[src/rtl/funrv32_reg_bist.sv]
// March-pattern BIST sequencer for the funrv32_reg register file: writes a seeded
// pattern, reads it back on both ports, repeats inverted, and reports the first mismatch.
//
// state   | meaning
// S_IDLE  | waiting for start after reset
// S_WRITE | writing P(k,ph) to register k
// S_READ  | reading k on port 1 and NREG-1-k on port 2
// S_DRAIN | waiting for the last READ_LAT compares of the phase
// S_FAIL  | mismatch latched, one cycle before DONE
// S_DONE  | result held until the next accepted start
module funrv32_reg_bist #(
  parameter int              XLEN     = 32,
  parameter int              NREG     = 32,
  parameter int              READ_LAT = 1,
  parameter logic [XLEN-1:0] SEED     = 32'hA5A5_0000
) (
  input  logic            clk,
  input  logic            resetb,
  input  logic            start,
  output logic            busy,
  output logic            done,
  output logic            pass,
  output logic [4:0]      fail_addr,
  output logic            fail_port,
  output logic            bist_we,
  output logic [4:0]      bist_ad,
  output logic [XLEN-1:0] bist_rd,
  output logic [4:0]      bist_a1,
  output logic [4:0]      bist_a2,
  input  logic [XLEN-1:0] r1,
  input  logic [XLEN-1:0] r2
);

  typedef enum logic [2:0] {S_IDLE, S_WRITE, S_READ, S_DRAIN, S_FAIL, S_DONE} state_t;

  localparam logic [4:0] K_LAST = 5'(NREG - 1);

  state_t          r_state, w_state_nxt;
  logic [4:0]      r_k, w_k_nxt;
  logic            r_ph, w_ph_nxt;
  logic            r_err;
  logic [4:0]      r_fail_addr;
  logic            r_fail_port;
  logic [4:0]      w_a2;
  logic            w_start_acc;
  logic            w_cmp_vld;
  logic [4:0]      w_cmp_a1, w_cmp_a2;
  logic [XLEN-1:0] w_exp1, w_exp2;
  logic            w_mis1, w_mis2, w_mis;

  function automatic logic [XLEN-1:0] f_pat(input logic [4:0] k, input logic ph);
    logic [XLEN-1:0] v;
    v = SEED + XLEN'(k) * XLEN'(32'h0101_0101);
    return v ^ {XLEN{ph}};
  endfunction

  // x0 is hardwired to zero in the register file, so its expected read is 0
  function automatic logic [XLEN-1:0] f_exp(input logic [4:0] k, input logic ph);
    return (k == 5'd0) ? '0 : f_pat(k, ph);
  endfunction

  assign w_a2        = K_LAST - r_k;
  assign w_start_acc = start && ((r_state == S_IDLE) || (r_state == S_DONE));

  generate
    if (READ_LAT == 0) begin : g_lat0
      assign w_cmp_vld = (r_state == S_READ);
      assign w_cmp_a1  = r_k;
      assign w_cmp_a2  = w_a2;
      assign w_exp1    = f_exp(r_k, r_ph);
      assign w_exp2    = f_exp(w_a2, r_ph);
    end else begin : g_lat1
      logic            r_vld;
      logic [4:0]      r_pa1, r_pa2;
      logic [XLEN-1:0] r_pe1, r_pe2;
      always_ff @(posedge clk or negedge resetb) begin
        if (!resetb) begin
          r_vld <= 1'b0;
          r_pa1 <= '0;
          r_pa2 <= '0;
          r_pe1 <= '0;
          r_pe2 <= '0;
        end else begin
          r_vld <= (r_state == S_READ);
          r_pa1 <= r_k;
          r_pa2 <= w_a2;
          r_pe1 <= f_exp(r_k, r_ph);
          r_pe2 <= f_exp(w_a2, r_ph);
        end
      end
      // the pipeline still holds a READ entry after a mismatch; only compare while testing
      assign w_cmp_vld = r_vld && ((r_state == S_READ) || (r_state == S_DRAIN));
      assign w_cmp_a1  = r_pa1;
      assign w_cmp_a2  = r_pa2;
      assign w_exp1    = r_pe1;
      assign w_exp2    = r_pe2;
    end
  endgenerate

  assign w_mis1 = w_cmp_vld && (r1 != w_exp1);
  assign w_mis2 = w_cmp_vld && (r2 != w_exp2);
  assign w_mis  = w_mis1 || w_mis2;

  always_ff @(posedge clk or negedge resetb) begin
    if (!resetb) begin
      r_state     <= S_IDLE;
      r_k         <= '0;
      r_ph        <= 1'b0;
      r_err       <= 1'b0;
      r_fail_addr <= '0;
      r_fail_port <= 1'b0;
    end else begin
      r_state <= w_state_nxt;
      r_k     <= w_k_nxt;
      r_ph    <= w_ph_nxt;
      if (w_start_acc) begin
        r_err       <= 1'b0;
        r_fail_addr <= '0;
        r_fail_port <= 1'b0;
      end else if (w_mis) begin
        r_err       <= 1'b1;
        r_fail_port <= !w_mis1;
        r_fail_addr <= w_mis1 ? w_cmp_a1 : w_cmp_a2;
      end
    end
  end

  always_comb begin
    w_state_nxt = r_state;
    w_k_nxt     = r_k;
    w_ph_nxt    = r_ph;
    bist_we     = 1'b0;
    bist_ad     = '0;
    bist_rd     = '0;
    bist_a1     = '0;
    bist_a2     = '0;
    case (r_state)
      S_IDLE, S_DONE: begin
        if (start) begin
          w_state_nxt = S_WRITE;
          w_k_nxt     = '0;
          w_ph_nxt    = 1'b0;
        end
      end
      S_WRITE: begin
        bist_we = 1'b1;
        bist_ad = r_k;
        bist_rd = f_pat(r_k, r_ph);
        w_k_nxt = r_k + 5'd1;
        if (r_k == K_LAST) begin
          w_k_nxt     = '0;
          w_state_nxt = S_READ;
        end
      end
      S_READ: begin
        bist_a1 = r_k;
        bist_a2 = w_a2;
        w_k_nxt = r_k + 5'd1;
        if (r_k == K_LAST) begin
          w_k_nxt = '0;
          if (READ_LAT == 0) begin
            w_state_nxt = r_ph ? S_DONE : S_WRITE;
            w_ph_nxt    = 1'b1;
          end else begin
            w_state_nxt = S_DRAIN;
          end
        end
      end
      S_DRAIN: begin
        w_state_nxt = r_ph ? S_DONE : S_WRITE;
        w_ph_nxt    = 1'b1;
      end
      S_FAIL:  w_state_nxt = S_DONE;
      default: w_state_nxt = S_IDLE;
    endcase
    if (w_mis) w_state_nxt = S_FAIL;
  end

  assign busy      = (r_state == S_WRITE) || (r_state == S_READ) ||
                     (r_state == S_DRAIN) || (r_state == S_FAIL);
  assign done      = (r_state == S_DONE);
  assign pass      = (r_state == S_DONE) && !r_err;
  assign fail_addr = r_fail_addr;
  assign fail_port = r_fail_port;

endmodule
[config.mk]
export PLATFORM = sky130hd
export DESIGN_NAME = funrv32_reg_bist
export DESIGN_NICKNAME = d
export VERILOG_FILES = /design/src/rtl/funrv32_reg_bist.sv
export SDC_FILE = /design/constraint.sdc
export NUM_CORES = 1
export LEC_CHECK = 0
export ABC_AREA = 1
export CORE_UTILIZATION = 40
export CTS_BUF_LIST = sky130_fd_sc_hd__clkbuf_2
export DETAILED_ROUTE_END_ITERATION = 12
export PLACE_DENSITY = 0.71
export SLEW_MARGIN = 40
export SYNTH_ARGS = -nofsm -noshare
export SYNTH_HDL_FRONTEND = slang
export SYNTH_SLANG_ARGS = --single-unit
[constraint.sdc]
create_clock -name clk -period 3.15 [get_ports clk]
set_input_delay 0.7875 -clock clk [delete_from_list [all_inputs] [get_ports clk]]
set_output_delay 0.7875 -clock clk [all_outputs]
set_load 0.01 [all_outputs]
Word-level counts from Yosys, hierarchy flattened
Index checks and enable logic that the tools add are counted.
{ "totals": {"reg_bits": 91, "input_bits": 67, "output_inout_bits": 57, "elab_cells": 80} }
{ "classes": {"n_addsub": 4, "mul": 2, "eq_ne": 12, "n_mux": 25, "n_bitwise": 2, "n_reduce_logical": 24} }
{ "op_table": {"columns": ["cell", "n"], "rows": [
  ["two-way mux 32 bit", 3],
  ["adder 32 x 30 -> 32 bit (first input constant)", 2],
  ["!= test 32 bit", 2],
  ["bitwise XOR 32 bit", 2],
  ["multiplier 5 x 25 -> 30 bit (second input constant)", 2],
  ["two-way mux 5 bit", 8],
  ["two-way mux 3 bit", 5],
  ["one-hot mux 3 bit (5 select lines)", 1],
  ["zero test 5 bit", 2],
  ["one-hot mux 5 bit (2 select lines)", 1],
  ["== test 3 x 2 -> 1 bit (second input constant)", 2],
  ["== test 3 bit (second input constant)", 2],
  ["logical OR 1 bit", 6],
  ["two-way mux 1 bit", 6],
  ["!= test 3 bit (second input constant)", 2],
  ["nonzero test 2 bit", 3],
  ["adder 5 x 1 -> 5 bit (second input constant)", 1],
  ["== test 5 bit (second input constant)", 1],
  ["logical AND 1 bit", 5],
  ["subtractor 5 bit (first input constant)", 1],
  ["AND reduction 2 bit", 2],
  ["OR reduction 2 bit", 2],
  ["== test 3 x 1 -> 1 bit (second input constant)", 1],
  ["zero test 3 bit", 1],
  ["5 further kinds", 6]
]} }

Depth between registers and ports, before layout
{ "depth": {"ltp_word": 7, "depth_mapped": 14, "ltp_nobuf": 14} }

Worst setup path after synthesis
OpenSTA, ideal clock, no wires.
{ "synth_timing": {"kind": "register -> output", "startpoint": "reg r_k[2]", "endpoint": "out bist_rd[28]", "arrival_time_ns": 2.079, "required_ns": 2.362, "setup_slack_ns": 0.283, "path_stages_with_launch": 8, "path_buffers": 1, "path_cell_list": "dfrtp_1 > inv_1 > ha_1 > ha_1 > fa_1 > xnor2_1 > nor2_1 > buf_4"} }
{ "synth_via": {"elab_chain_len": 4} }
{ "synth_rtl": {"columns": ["element", "line_no", "rtl"], "rows": [
  ["start, declared", "39", "logic [4:0] r_k, w_k_nxt;"],
  ["start signal, assigned", "114", "r_k <= w_k_nxt;"],
  ["multiplier 5 x 25 -> 30 bit", "53", "v = SEED + XLEN'(k) * XLEN'(32'h0101_0101);"],
  ["adder 32 x 30 -> 32 bit", "53", null],
  ["bitwise XOR 32 bit", "54", "return v ^ {XLEN{ph}};"],
  ["two-way mux 32 bit", "137", "case (r_state)"],
  ["end, declared", "27", "output logic [XLEN-1:0] bist_rd,"]
]} }
No other way between the ends.

Final worst setup path
{ "layout_timing": {"startpoint": "reg r_k[0]", "endpoint": "out bist_rd[28]"} }
Same word-level chain as after synthesis.

==> impl_metrics.tcl <==
set metrics [dict create \
    cp_slowest_cell "fa_2" \
    status "complete, no violations" \
    slowest_delay_ns 0.54 \
    clk_pin_slew_ns 0.27 \
    vias 4033 \
    startpoint "r_k[0]" \
    io_buffers 123 \
    dieArea_um2 10300 \
    critPathKind "reg -> out" \
    min_period_ns 3.10 \
    routed_via_density 4.62 \
    r2r_start "r_k[0]" \
    startpoint_type "register" \
    synth-main-ff-cell "dfrtp_1" \
    synth_top_area_frac 0.348 \
    yosys.area.top_type "dfrtp_1" \
    hold_viol 0 \
    rsz0062_at_grt "yes" \
    fin_ws_ns 0.0470 \
    fmax_mhz 322 \
    yosysWarnings 0 \
    cts_tree "yes" \
    grt_antenna_before_repair 0 \
    cap_violations 0 \
    yosysSeqAreaShare 0.348 \
    syn_avg_cell_area_um2 6.38 \
    ctsLongestPathBuffers 2 \
    dr.first_iter.drc_count 206 \
    initial_core_util 0.420 \
    slew_headroom 0.625 \
    cts_sinks 55 \
    cp_common_cell "ha_4" \
    fin_crit_sh 0.985 \
    grt_usage 0.212 \
    syn_area_um2 3960 \
    vdd_ir_drop_max_mv 0.582 \
    dpl_worst_slack_ns -0.00945 \
    wirelength_um 10900 \
    place.gp.congestion 0.888 \
    ys_seq_elements 55 \
    finalCoreUtilization 0.582 \
    worst_clock_skew_ns 0.0213 \
    synth_cells 620 \
    clock_latency_ns 0.44 \
    cp-end-kind "output pin" \
    hold_path.class "in -> async" \
    design_area_um2 5480 \
    slew_viol_final 0 \
    async_reset_ff_frac 1.00 \
    hold_buffers 0 \
    drt_pass1_iterations 4 \
    syn-num-nets 700 \
    cp.arrival_ns 2.32 \
    cellPowerDensity_nw_per_um2 601 \
    grt_max_degree 56 \
    finalNetCount 823 \
    die_w_um 101 \
    grt_pass1_wl_um 17100 \
    worst_slew_pin_slew_ns 0.563 \
    core_area_um2 9420 \
    final_layout_size_suffix_gt1_frac 0.109 \
    p_leak_nw 3.03 \
    synth_area_leaders "dfrtp_1 (35%), nand2_1 (22%), nor2_1 (10%)" \
    synth_edf_count 0 \
    setup_viol 0 \
    dpl-instance-area_um2 5280 \
    fp-row-count 35 \
    dp_hpwl_um 8560 \
    netlist_top_cells_count "nand2_1 (229), nor2_1 (108), inv_1 (90), dfrtp_1 (55), nand3_1 (23)" \
    cts_buffers 5 \
    cts_root_buf "clkbuf_2" \
    ant_nets 0 \
    dieHeight_um 101 \
    crit_path_max_fanout 2 \
    yosysMostFrequentCell "nand2_1" \
    overflow 0 \
    wire_per_inst_um 12.5 \
    reg2reg_slack_ns 0.76 \
    r2r_end "r_state[0]" \
    drc 0 \
    ioPinCount 124 \
    crit_chain "ha_4 > ha_4 > ha_4 > fa_2 > xnor2_2 > nor2_2 > buf_2" \
    synth_cell_types 30 \
    area_growth_pct 38.6 \
    htreeDepth 2 \
    cp_data_required_time_ns 2.36 \
    endpoint "bist_rd[28]" \
    grt_pass1_vias 3805 \
    reg2reg_depth 13 \
    antenna_cells 0 \
]
-- sequential cells by signal, indices dropped and copies added, names as in the netlist --
name	cells
r_state	3
r_k	5
g_lat1.r_pe1	14
r_ph	1
g_lat1.r_vld	1
r_err	1
fail_port	1
g_lat1.r_pe2	14
g_lat1.r_pa2	5
g_lat1.r_pa1	5
fail_addr	5
-- cells in the final DEF, fill, tap and decap left out, types with 2 or more instances in the layout --
cell type        instances
inv_2                   16
inv_1                   87
xnor2_2                  3
clkinv_1                 3
dlymetal6s2s_1          10
a31o_2                   2
dlygate4sd2_1            2
ha_1                     6
nor2_1                 102
nor2_2                   9
ha_4                     5
buf_4                   16
o21ai_1                  6
dfrtp_1                 54
nand3_1                 23
buf_2                    5
xnor2_1                 14
clkdlybuf4s50_1        104
buf_6                    2
nand2_1                229
inv_4                    2
o21ai_0                  7
nand2_2                  6
o211ai_1                 2
xor2_1                   9
clkbuf_2                 6
-- stage by stage --
step	total power [mW]	TNS (ns)	cells	hold WS, ns
global placement	2.87	0	858	0.484
CTS	3.19	-0.813	869	0.298
global route	3.57	-0.0820	873	0.245
floorplan	2.21	0	620	0.434
finish	3.29	0	873	0.284
detailed placement	2.93	-0.0150	858	0.494
-- power by group --
group / internal, mW / switching, mW
registers: 0.901 / 0.168
clock network: 0.0494 / 0.216
logic: 0.876 / 1.08
-- routing by layer --
metal | GRT usage | vias up | wire, µm
met5 | 0 | - | 0
met4 | 0.0401 | 0 | 157
met3 | 0.0242 | 14 | 655
met2 | 0.399 | 131 | 5530
met1 | 0.260 | 1836 | 4570
li1 | - | 2052 | -
-- repair_timing --
item	in CTS	in global routing
setup endpoints to repair	24	30
pin swaps	5	7
gates resized for setup	27	35
endpoints found under the hold margin	0	0
gates cloned	0	0
setup buffers	3	4
-- cell families after synthesis --
kind of cell,synth area share
muxes,0.00285
and+or+nand+nor,0.373
xor gates and xnor gates,0.0575
AOI/OAI and AO/OA,0.0313
DFF,0.348
buffers and inverters,0.143
adders and majority gates,0.0449
-- critical path, delay by kind of cell (launching register included) --
kind | cells | cell delay [ns]
buf+inv | 1 | 0.15
fa+ha+maj | 4 | 1.04
xor+xnor | 1 | 0.09
simple gates | 1 | 0.12
flops | 1 | 0.48
-- how the worst min path moves through the flow --
stage,startpoint,end,slack (ns),depth (start not counted)
5_1_grt,resetb,g_lat1.r_pe2[28],0.24,2
3_5_place_dp,fail_port,fail_port,0.49,2
6_report,resetb,fail_addr[3],0.28,2
3_3_place_gp,r_k[3],g_lat1.r_pa1[3],0.48,1
4_1_cts,resetb,fail_addr[4],0.30,2
2_1_floorplan,r_k[3],g_lat1.r_pa1[3],0.43,0
-- cell type report --
class	count	area [µm²]
fillers	898	3930
multi-input cells	434	2130
flip-flops and latches	55	1380
repair buffers	141	1380
inverters	106	403
well taps	129	161
clock buffers	5	25.0
clock inverters	3	15.0
Note: power is estimated with default switching activity, not from simulation.
